<file path="src/rtl/taxi_pcie_irq_pkg.sv">
// Shared types and helpers for the PCIe interrupt path.
// Used by the IRQ scheduler and the MSI-X stage.
package taxi_pcie_irq_pkg;

  localparam int IRQ_CNT_MAX = 256;

  typedef enum logic {
    ST_IDLE    = 1'b0,
    ST_PRESENT = 1'b1
  } irq_state_e;

  function automatic int irq_index_w(input int cnt);
    return $clog2(cnt);
  endfunction

endpackage

</file>
<file path="src/rtl/taxi_axis_if.sv">
// Minimal AXI-stream interface: tdata with a valid/ready handshake.
// Source drives tdata/tvalid, sink drives tready.
interface taxi_axis_if #(
  parameter int DATA_W = 8
) ();

  logic [DATA_W-1:0] tdata;
  logic              tvalid;
  logic              tready;

  modport src (
    output tdata,
    output tvalid,
    input  tready
  );

  modport snk (
    input  tdata,
    input  tvalid,
    output tready
  );

endinterface

</file>
<file path="src/rtl/taxi_pcie_irq_rr_sel.sv">
// Combinational round-robin select: first set bit at or above i_ptr,
// wrapping to the lowest set bit when nothing lies above the pointer.
module taxi_pcie_irq_rr_sel #(
  parameter int W  = 64,
  parameter int IW = $clog2(W)
) (
  input  logic [W-1:0]  i_req,
  input  logic [IW-1:0] i_ptr,
  output logic          o_valid,
  output logic [IW-1:0] o_idx
);

  logic          w_hi_vld;
  logic [IW-1:0] w_hi_idx;
  logic          w_lo_vld;
  logic [IW-1:0] w_lo_idx;

  // Downward scan so the last hit is the lowest index.
  always_comb begin
    w_hi_vld = 1'b0;
    w_hi_idx = '0;
    w_lo_vld = 1'b0;
    w_lo_idx = '0;
    for (int i = W - 1; i >= 0; i--) begin
      if (i_req[i] && (i >= int'(i_ptr))) begin
        w_hi_vld = 1'b1;
        w_hi_idx = IW'(i);
      end
      if (i_req[i]) begin
        w_lo_vld = 1'b1;
        w_lo_idx = IW'(i);
      end
    end
  end

  assign o_valid = w_lo_vld;
  assign o_idx   = w_hi_vld ? w_hi_idx : w_lo_idx;

endmodule

</file>
<file path="src/rtl/taxi_pcie_irq_rr_sched.sv">
// Pending-vector IRQ collector with round-robin issue onto an AXI stream.
// Optional issue throttle: define TAXI_PCIE_IRQ_HOLDOFF_EN.
module taxi_pcie_irq_rr_sched
  import taxi_pcie_irq_pkg::*;
#(
  parameter int IRQ_CNT   = 64,
  parameter int HOLDOFF_W = 16
) (
  input  logic                 clk,
  input  logic                 rst_n,
  input  logic [IRQ_CNT-1:0]   irq_req,
  input  logic                 enable,
  input  logic [HOLDOFF_W-1:0] holdoff,
  taxi_axis_if.src             m_axis_irq,
  output logic [IRQ_CNT-1:0]   pending
);

  localparam int IW = irq_index_w(IRQ_CNT);

  irq_state_e         r_state;
  irq_state_e         w_state_nx;
  logic [IRQ_CNT-1:0] r_pend;
  logic [IRQ_CNT-1:0] r_stat;
  logic [IRQ_CNT-1:0] w_pend_nx;
  logic [IRQ_CNT-1:0] w_clr;
  logic [IW-1:0]      r_ptr;
  logic [IW-1:0]      r_data;
  logic [IW-1:0]      w_sel_idx;
  logic [IW-1:0]      w_ptr_nx;
  logic               w_sel_vld;
  logic               w_vld;
  logic               w_hs;
  logic               w_hold_ok;
  logic               w_load;

  taxi_pcie_irq_rr_sel #(
    .W  (IRQ_CNT),
    .IW (IW)
  ) u_sel (
    .i_req   (r_pend),
    .i_ptr   (r_ptr),
    .o_valid (w_sel_vld),
    .o_idx   (w_sel_idx)
  );

  assign w_vld  = (r_state == ST_PRESENT);
  assign w_hs   = w_vld && m_axis_irq.tready;
  assign w_load = enable && w_sel_vld && w_hold_ok
                  && (!w_vld || m_axis_irq.tready);

`ifdef TAXI_PCIE_IRQ_HOLDOFF_EN
  logic [HOLDOFF_W-1:0] r_hold;

  always_ff @(posedge clk) begin
    if (!rst_n) begin
      r_hold <= '0;
    end else if (w_hs) begin
      r_hold <= holdoff;
    end else if (r_hold != '0) begin
      r_hold <= r_hold - HOLDOFF_W'(1);
    end
  end

  // A throttling handshake also blocks the load on its own edge.
  assign w_hold_ok = (r_hold == '0) && !(w_hs && (holdoff != '0));
`else
  logic w_unused_holdoff;
  assign w_unused_holdoff = ^holdoff;
  assign w_hold_ok        = 1'b1;
`endif

  assign w_clr     = w_load ? (IRQ_CNT'(1) << w_sel_idx) : '0;
  assign w_pend_nx = (r_pend & ~w_clr) | irq_req;
  assign w_ptr_nx  = (w_sel_idx == IW'(IRQ_CNT - 1))
                     ? '0 : w_sel_idx + IW'(1);

  always_comb begin
    w_state_nx = r_state;
    unique case (r_state)
      ST_IDLE:    if (w_load) w_state_nx = ST_PRESENT;
      ST_PRESENT: if (w_hs && !w_load) w_state_nx = ST_IDLE;
      default:    w_state_nx = ST_IDLE;
    endcase
  end

  always_ff @(posedge clk) begin
    if (!rst_n) begin
      r_state <= ST_IDLE;
      r_pend  <= '0;
      r_stat  <= '0;
      r_ptr   <= '0;
      r_data  <= '0;
    end else begin
      r_state <= w_state_nx;
      r_pend  <= w_pend_nx;
      r_stat  <= w_pend_nx;
      if (w_load) begin
        r_ptr  <= w_ptr_nx;
        r_data <= w_sel_idx;
      end
    end
  end

  assign m_axis_irq.tdata  = r_data;
  assign m_axis_irq.tvalid = w_vld;
  assign pending           = r_stat;

endmodule

</file>
<file path="src/flat_wrapper.sv">
// flat-port wrapper written by rule: the top's interface ports become plain ports
module taxi_pcie_irq_rr_sched_flat import taxi_pcie_irq_pkg::*;
#(
  parameter int IRQ_CNT   = 64,
  parameter int HOLDOFF_W = 16
)
  (clk, rst_n, irq_req, enable, holdoff, pending, m_axis_irq_tdata, m_axis_irq_tvalid, m_axis_irq_tready);
  taxi_axis_if #(.DATA_W((6))) m_axis_irq_i ();
  input  logic clk;
  input  logic rst_n;
  input  logic [IRQ_CNT-1:0] irq_req;
  input  logic enable;
  input  logic [HOLDOFF_W-1:0] holdoff;
  output logic [IRQ_CNT-1:0] pending;
  output wire logic [$bits(m_axis_irq_i.tdata)-1:0] m_axis_irq_tdata;
  output wire logic [$bits(m_axis_irq_i.tvalid)-1:0] m_axis_irq_tvalid;
  input wire logic [$bits(m_axis_irq_i.tready)-1:0] m_axis_irq_tready;
  assign m_axis_irq_tdata = m_axis_irq_i.tdata;
  assign m_axis_irq_tvalid = m_axis_irq_i.tvalid;
  assign m_axis_irq_i.tready = m_axis_irq_tready;
  taxi_pcie_irq_rr_sched #(.IRQ_CNT(IRQ_CNT), .HOLDOFF_W(HOLDOFF_W)) u_core (.clk(clk), .rst_n(rst_n), .irq_req(irq_req), .enable(enable), .holdoff(holdoff), .m_axis_irq(m_axis_irq_i), .pending(pending));
endmodule
</file>
<file path="config.mk">
export PLATFORM = sky130hd
export DESIGN_NAME = taxi_pcie_irq_rr_sched_flat
export DESIGN_NICKNAME = d
export VERILOG_FILES = /design/src/rtl/taxi_pcie_irq_pkg.sv /design/src/rtl/taxi_axis_if.sv /design/src/rtl/taxi_pcie_irq_rr_sel.sv /design/src/rtl/taxi_pcie_irq_rr_sched.sv /design/src/flat_wrapper.sv
export SDC_FILE = /design/constraint.sdc
export NUM_CORES = 1
export LEC_CHECK = 0
export CAP_MARGIN = 20
export CORE_ASPECT_RATIO = 0.9
export CORE_MARGIN = 1.5
export CORE_UTILIZATION = 50
export CTS_BUF_LIST = sky130_fd_sc_hd__clkbuf_4 sky130_fd_sc_hd__clkbuf_8 sky130_fd_sc_hd__clkbuf_16
export DETAILED_ROUTE_END_ITERATION = 7
export PLACE_DENSITY = 0.8
export SYNTH_ARGS = -nofsm -noshare
export SYNTH_HDL_FRONTEND = slang
export SYNTH_SLANG_ARGS = --single-unit
</file>
<file path="constraint.sdc">
create_clock -name clk -period 4.5 [get_ports clk]
set_clock_uncertainty 0.05 [all_clocks]
set_input_delay 0.9 -clock clk [delete_from_list [all_inputs] [get_ports clk]]
set_output_delay 0.9 -clock clk [all_outputs]
set_load 0.01 [all_outputs]
</file>
==> results of run 1 <==
==> path summary, 6_finish.rpt <==
check                                                 from                         end  slack [ps]  cells past startpoint
worst max-delay path                       u_core.r_ptr[3]           u_core.r_pend[25]         290                     12
worst min register to register  u_core.m_axis_irq.tdata[0]  u_core.m_axis_irq.tdata[0]         420                      2
worst max register to register             u_core.r_ptr[3]           u_core.r_pend[25]         290                     12
worst min-delay path            u_core.m_axis_irq.tdata[0]  u_core.m_axis_irq.tdata[0]         420                      2
==> stage by stage <==
| step | total power, mW | hold slack, ps | worst slack, ps | util [%] | cells |
|---|---|---|---|---|---|
| floorplan | 1.483 | 437.6 | 1253 | - | 829 |
| global placement | 2.022 | 407.5 | 590.5 | 65.98 | 1114 |
| detailed placement | 2.027 | 417.4 | 479.2 | 65.98 | 1114 |
| CTS | 2.786 | 425.8 | 431.8 | 68.63 | 1130 |
| global route | 2.940 | 461.3 | 173.7 | 68.63 | 1130 |
| finish | 2.820 | 422.0 | 288.1 | 68.63 | 1130 |
==> placed cells by master, fill, tap and decap left out, types with 6 or more instances in the layout <==
cell type        count
clkdlybuf4s50_1    137
a2111oi_0            6
clkbuf_16            9
nand4_1             11
dfxtp_1             77
nand2b_1            12
nand2_1             45
or4_1                9
o211a_1              6
o31ai_1              7
o21a_1              32
nand3_1             26
o2111ai_1            8
o211ai_1            26
nor4_1              19
a31oi_1             37
and2_1               9
nor3_1              15
nor2b_1             15
nor2_1              79
a21oi_1             72
buf_4               41
a211oi_1             9
inv_1               54
o21ai_0             88
==> cells in the mapped netlist, types with 11 or more instances <==
cell type / number / area, um2
a21oi_1: 72 / 360.4
a31oi_1: 37 / 231.5
buf_2: 17 / 85.08
clkbuf_1: 27 / 101.4
dfxtp_1: 77 / 1541
inv_1: 54 / 202.7
nand2_1: 45 / 168.9
nand2b_1: 12 / 75.07
nand3_1: 26 / 130.1
nand4_1: 11 / 68.82
nor2_1: 79 / 296.5
nor2b_1: 15 / 93.84
nor3_1: 15 / 75.07
nor4_1: 19 / 118.9
o211ai_1: 26 / 195.2
o21a_1: 32 / 240.2
o21ai_0: 88 / 440.4
==> cell families after synthesis <==
kind of cell             after synthesis
AND/OR/NAND/NOR                      278
XOR/XNOR                               1
flip-flops                            77
buffers and inverters                106
AO/OA/AOI/OAI                        364
adder cells (fa/ha/maj)                3
==> critical path, delay by kind of cell (launching register included) <==
family                 cells  cell delay [ps]
AND/OR/NAND/NOR            4             1090
buffers and inverters      2              410
flip-flops                 1              700
AO/OA/AOI/OAI              6             1820
==> flip-flops by register name (all words and copies together), names as in the netlist <==
name and cells:
u_core.m_axis_irq.tdata 6, u_core.r_pend 64, u_core.r_ptr 6, u_core.m_axis_irq.tvalid 1
==> final cells by class <==
cell class              instances  area, um2  share of cell area, %
multi-input cells             646       3970                  50.18
repair buffers                179       1684                  21.29
flip-flops and latches         77       1541                  19.48
clock buffers                  11      246.5                  3.116
inverters                      56      215.2                  2.720
well taps                     156      195.2                  2.467
clock inverters                 5      58.81                 0.7433
==> report_power, final <==
| part | internal [mW] | switching, mW | total [mW] |
|---|---|---|---|
| combinational | 0.476 | 0.714 | 1.19 |
| clock | 0.452 | 0.304 | 0.757 |
| sequential | 0.741 | 0.132 | 0.873 |
| total | 1.67 | 1.15 | 2.82 |
==> routing by layer <==
| layer | GRT usage (%) | vias to the layer above | wire, um |
|---|---|---|---|
| li1 | - | 3440 | - |
| met1 | 51.88 | 3446 | 10130 |
| met2 | 59.36 | 501 | 10500 |
| met3 | 7.994 | 85 | 2522 |
| met4 | 22.47 | 0 | 1352 |
| met5 | 0 | - | 0 |
==> impl_metrics.tcl, run 1 <==
set metrics [dict create \
    status "finished with violations" \
    violations "design-rule violations" \
    chipHeight_um 106.5 \
    p_per_area_mw_per_mm2 356.4 \
    avgSynthCellArea_um2 7.183 \
    drive_gt1_share_pct 8.727 \
    dp_hpwl_um 18200 \
    synth_flop_cell "dfxtp_1" \
    dr.pass1.iters 8 \
    first_global_vias 6989 \
    grt_pass1_wl_um 38560 \
    antenna-diode-count 0 \
    cts_buffers 9 \
    synth_cells 829 \
    clock-sinks 77 \
    hold_path_class "flop to flop" \
    start_kind "flop" \
    area_growth_pct 32.86 \
    grt_max_degree 63 \
    period_minus_slack_ps 4212 \
    crit_path_end_kind "flop" \
    ant_nets 0 \
    critPathMaxStageDelay_ps 700 \
    crit_chain "buf_4 -> nand2_1 -> o211ai_1 -> o311ai_0 -> a211oi_1 -> nand3_1 -> o211ai_1 -> o31a_4 -> clkinv_4 -> nor2_1 -> and2_1 -> a31oi_2" \
    ys_async_sr_fraction_pct 0 \
    ys_seq_area_share_pct 25.89 \
    via_per_inst 6.612 \
    cts_buffer_depth 2 \
    p_leak_nw 2.968 \
    synth_cell_types 85 \
    cp.required_ps 4640 \
    htree_levels 3 \
    routed_wl_um 24510 \
    cts_setup_buffers 0 \
    fin_area_mm2 0.007911 \
    tns_ps 0 \
    clockRootBuffer "clkbuf_16" \
    post_drt_wl_per_cell_um 21.69 \
    post_dp_cell_area_mm2 0.007606 \
    die_area_mm2 0.01257 \
    synth_compound_area_share_pct 40.97 \
    cts_tree "built" \
    rsz0062_at_grt "no" \
    critPathSlowestCell "dfxtp_1" \
    synth_xor_area_share_pct 0.1471 \
    synthesis.nets 915 \
    netlist_area_mm2 0.005954 \
    track_usage_pct 39.19 \
    finalNetCount 1055 \
    clkLatencyLatePin_ps 350 \
    ys_ff_latch 77 \
    drtIter0Drc 912 \
    grt_overflow 0 \
    synth.area.mux_share_pct 0 \
    port_buffers 138 \
    vdd_drop_max_mv 0.3048 \
    clkTransAtPathRegs_ps 60 \
    row_count 37 \
    drcViolationCount 2 \
    synth-simple-area-share_pct 24.96 \
    vias 7472 \
    drv_cap 0 \
    place.gp.congestion 1.036 \
    fmax_mhz 237.4 \
    relSlewSlack_pct 32.03 \
    cts_resized 0 \
    nFillCells 1022 \
    timing_worst_setup_path_type "flop to flop" \
    period_share_pct 93.60 \
    crit_top_cell "o211ai_1" \
    worst_slew_pin_slew_ps 1020 \
    ios 155 \
    cp.arrival_ps 4350 \
    synth-edff-count 0 \
    design.core.area_mm2 0.01153 \
    synth_top_family_by_area "compound AO/OA/AOI/OAI gates" \
    ctsHoldBuffers 0 \
    timing.final.hold_violations 0 \
    ys_warn_count 0 \
    start_util_pct 51.66 \
    die_x_um 118.0 \
    setup_viol 0 \
    grt_antenna_before_repair 0 \
    critical_path.max_fanout 13 \
    drv_slew 0 \
    synthAdderAreaFrac_pct 0.5884 \
]
(Power assumes the default switching activity.)
==> run 2, diff against run 1 <==
--- a/config.mk
+++ b/config.mk
@@ -5,7 +5,6 @@
 export SDC_FILE = /design/constraint.sdc
 export NUM_CORES = 1
 export LEC_CHECK = 0
-export CAP_MARGIN = 20
 export CORE_ASPECT_RATIO = 0.9
 export CORE_MARGIN = 1.5
 export CORE_UTILIZATION = 50
==> results of run 2 <==
Same layout as run 1: the final DEF is identical, and so are final timing and power.
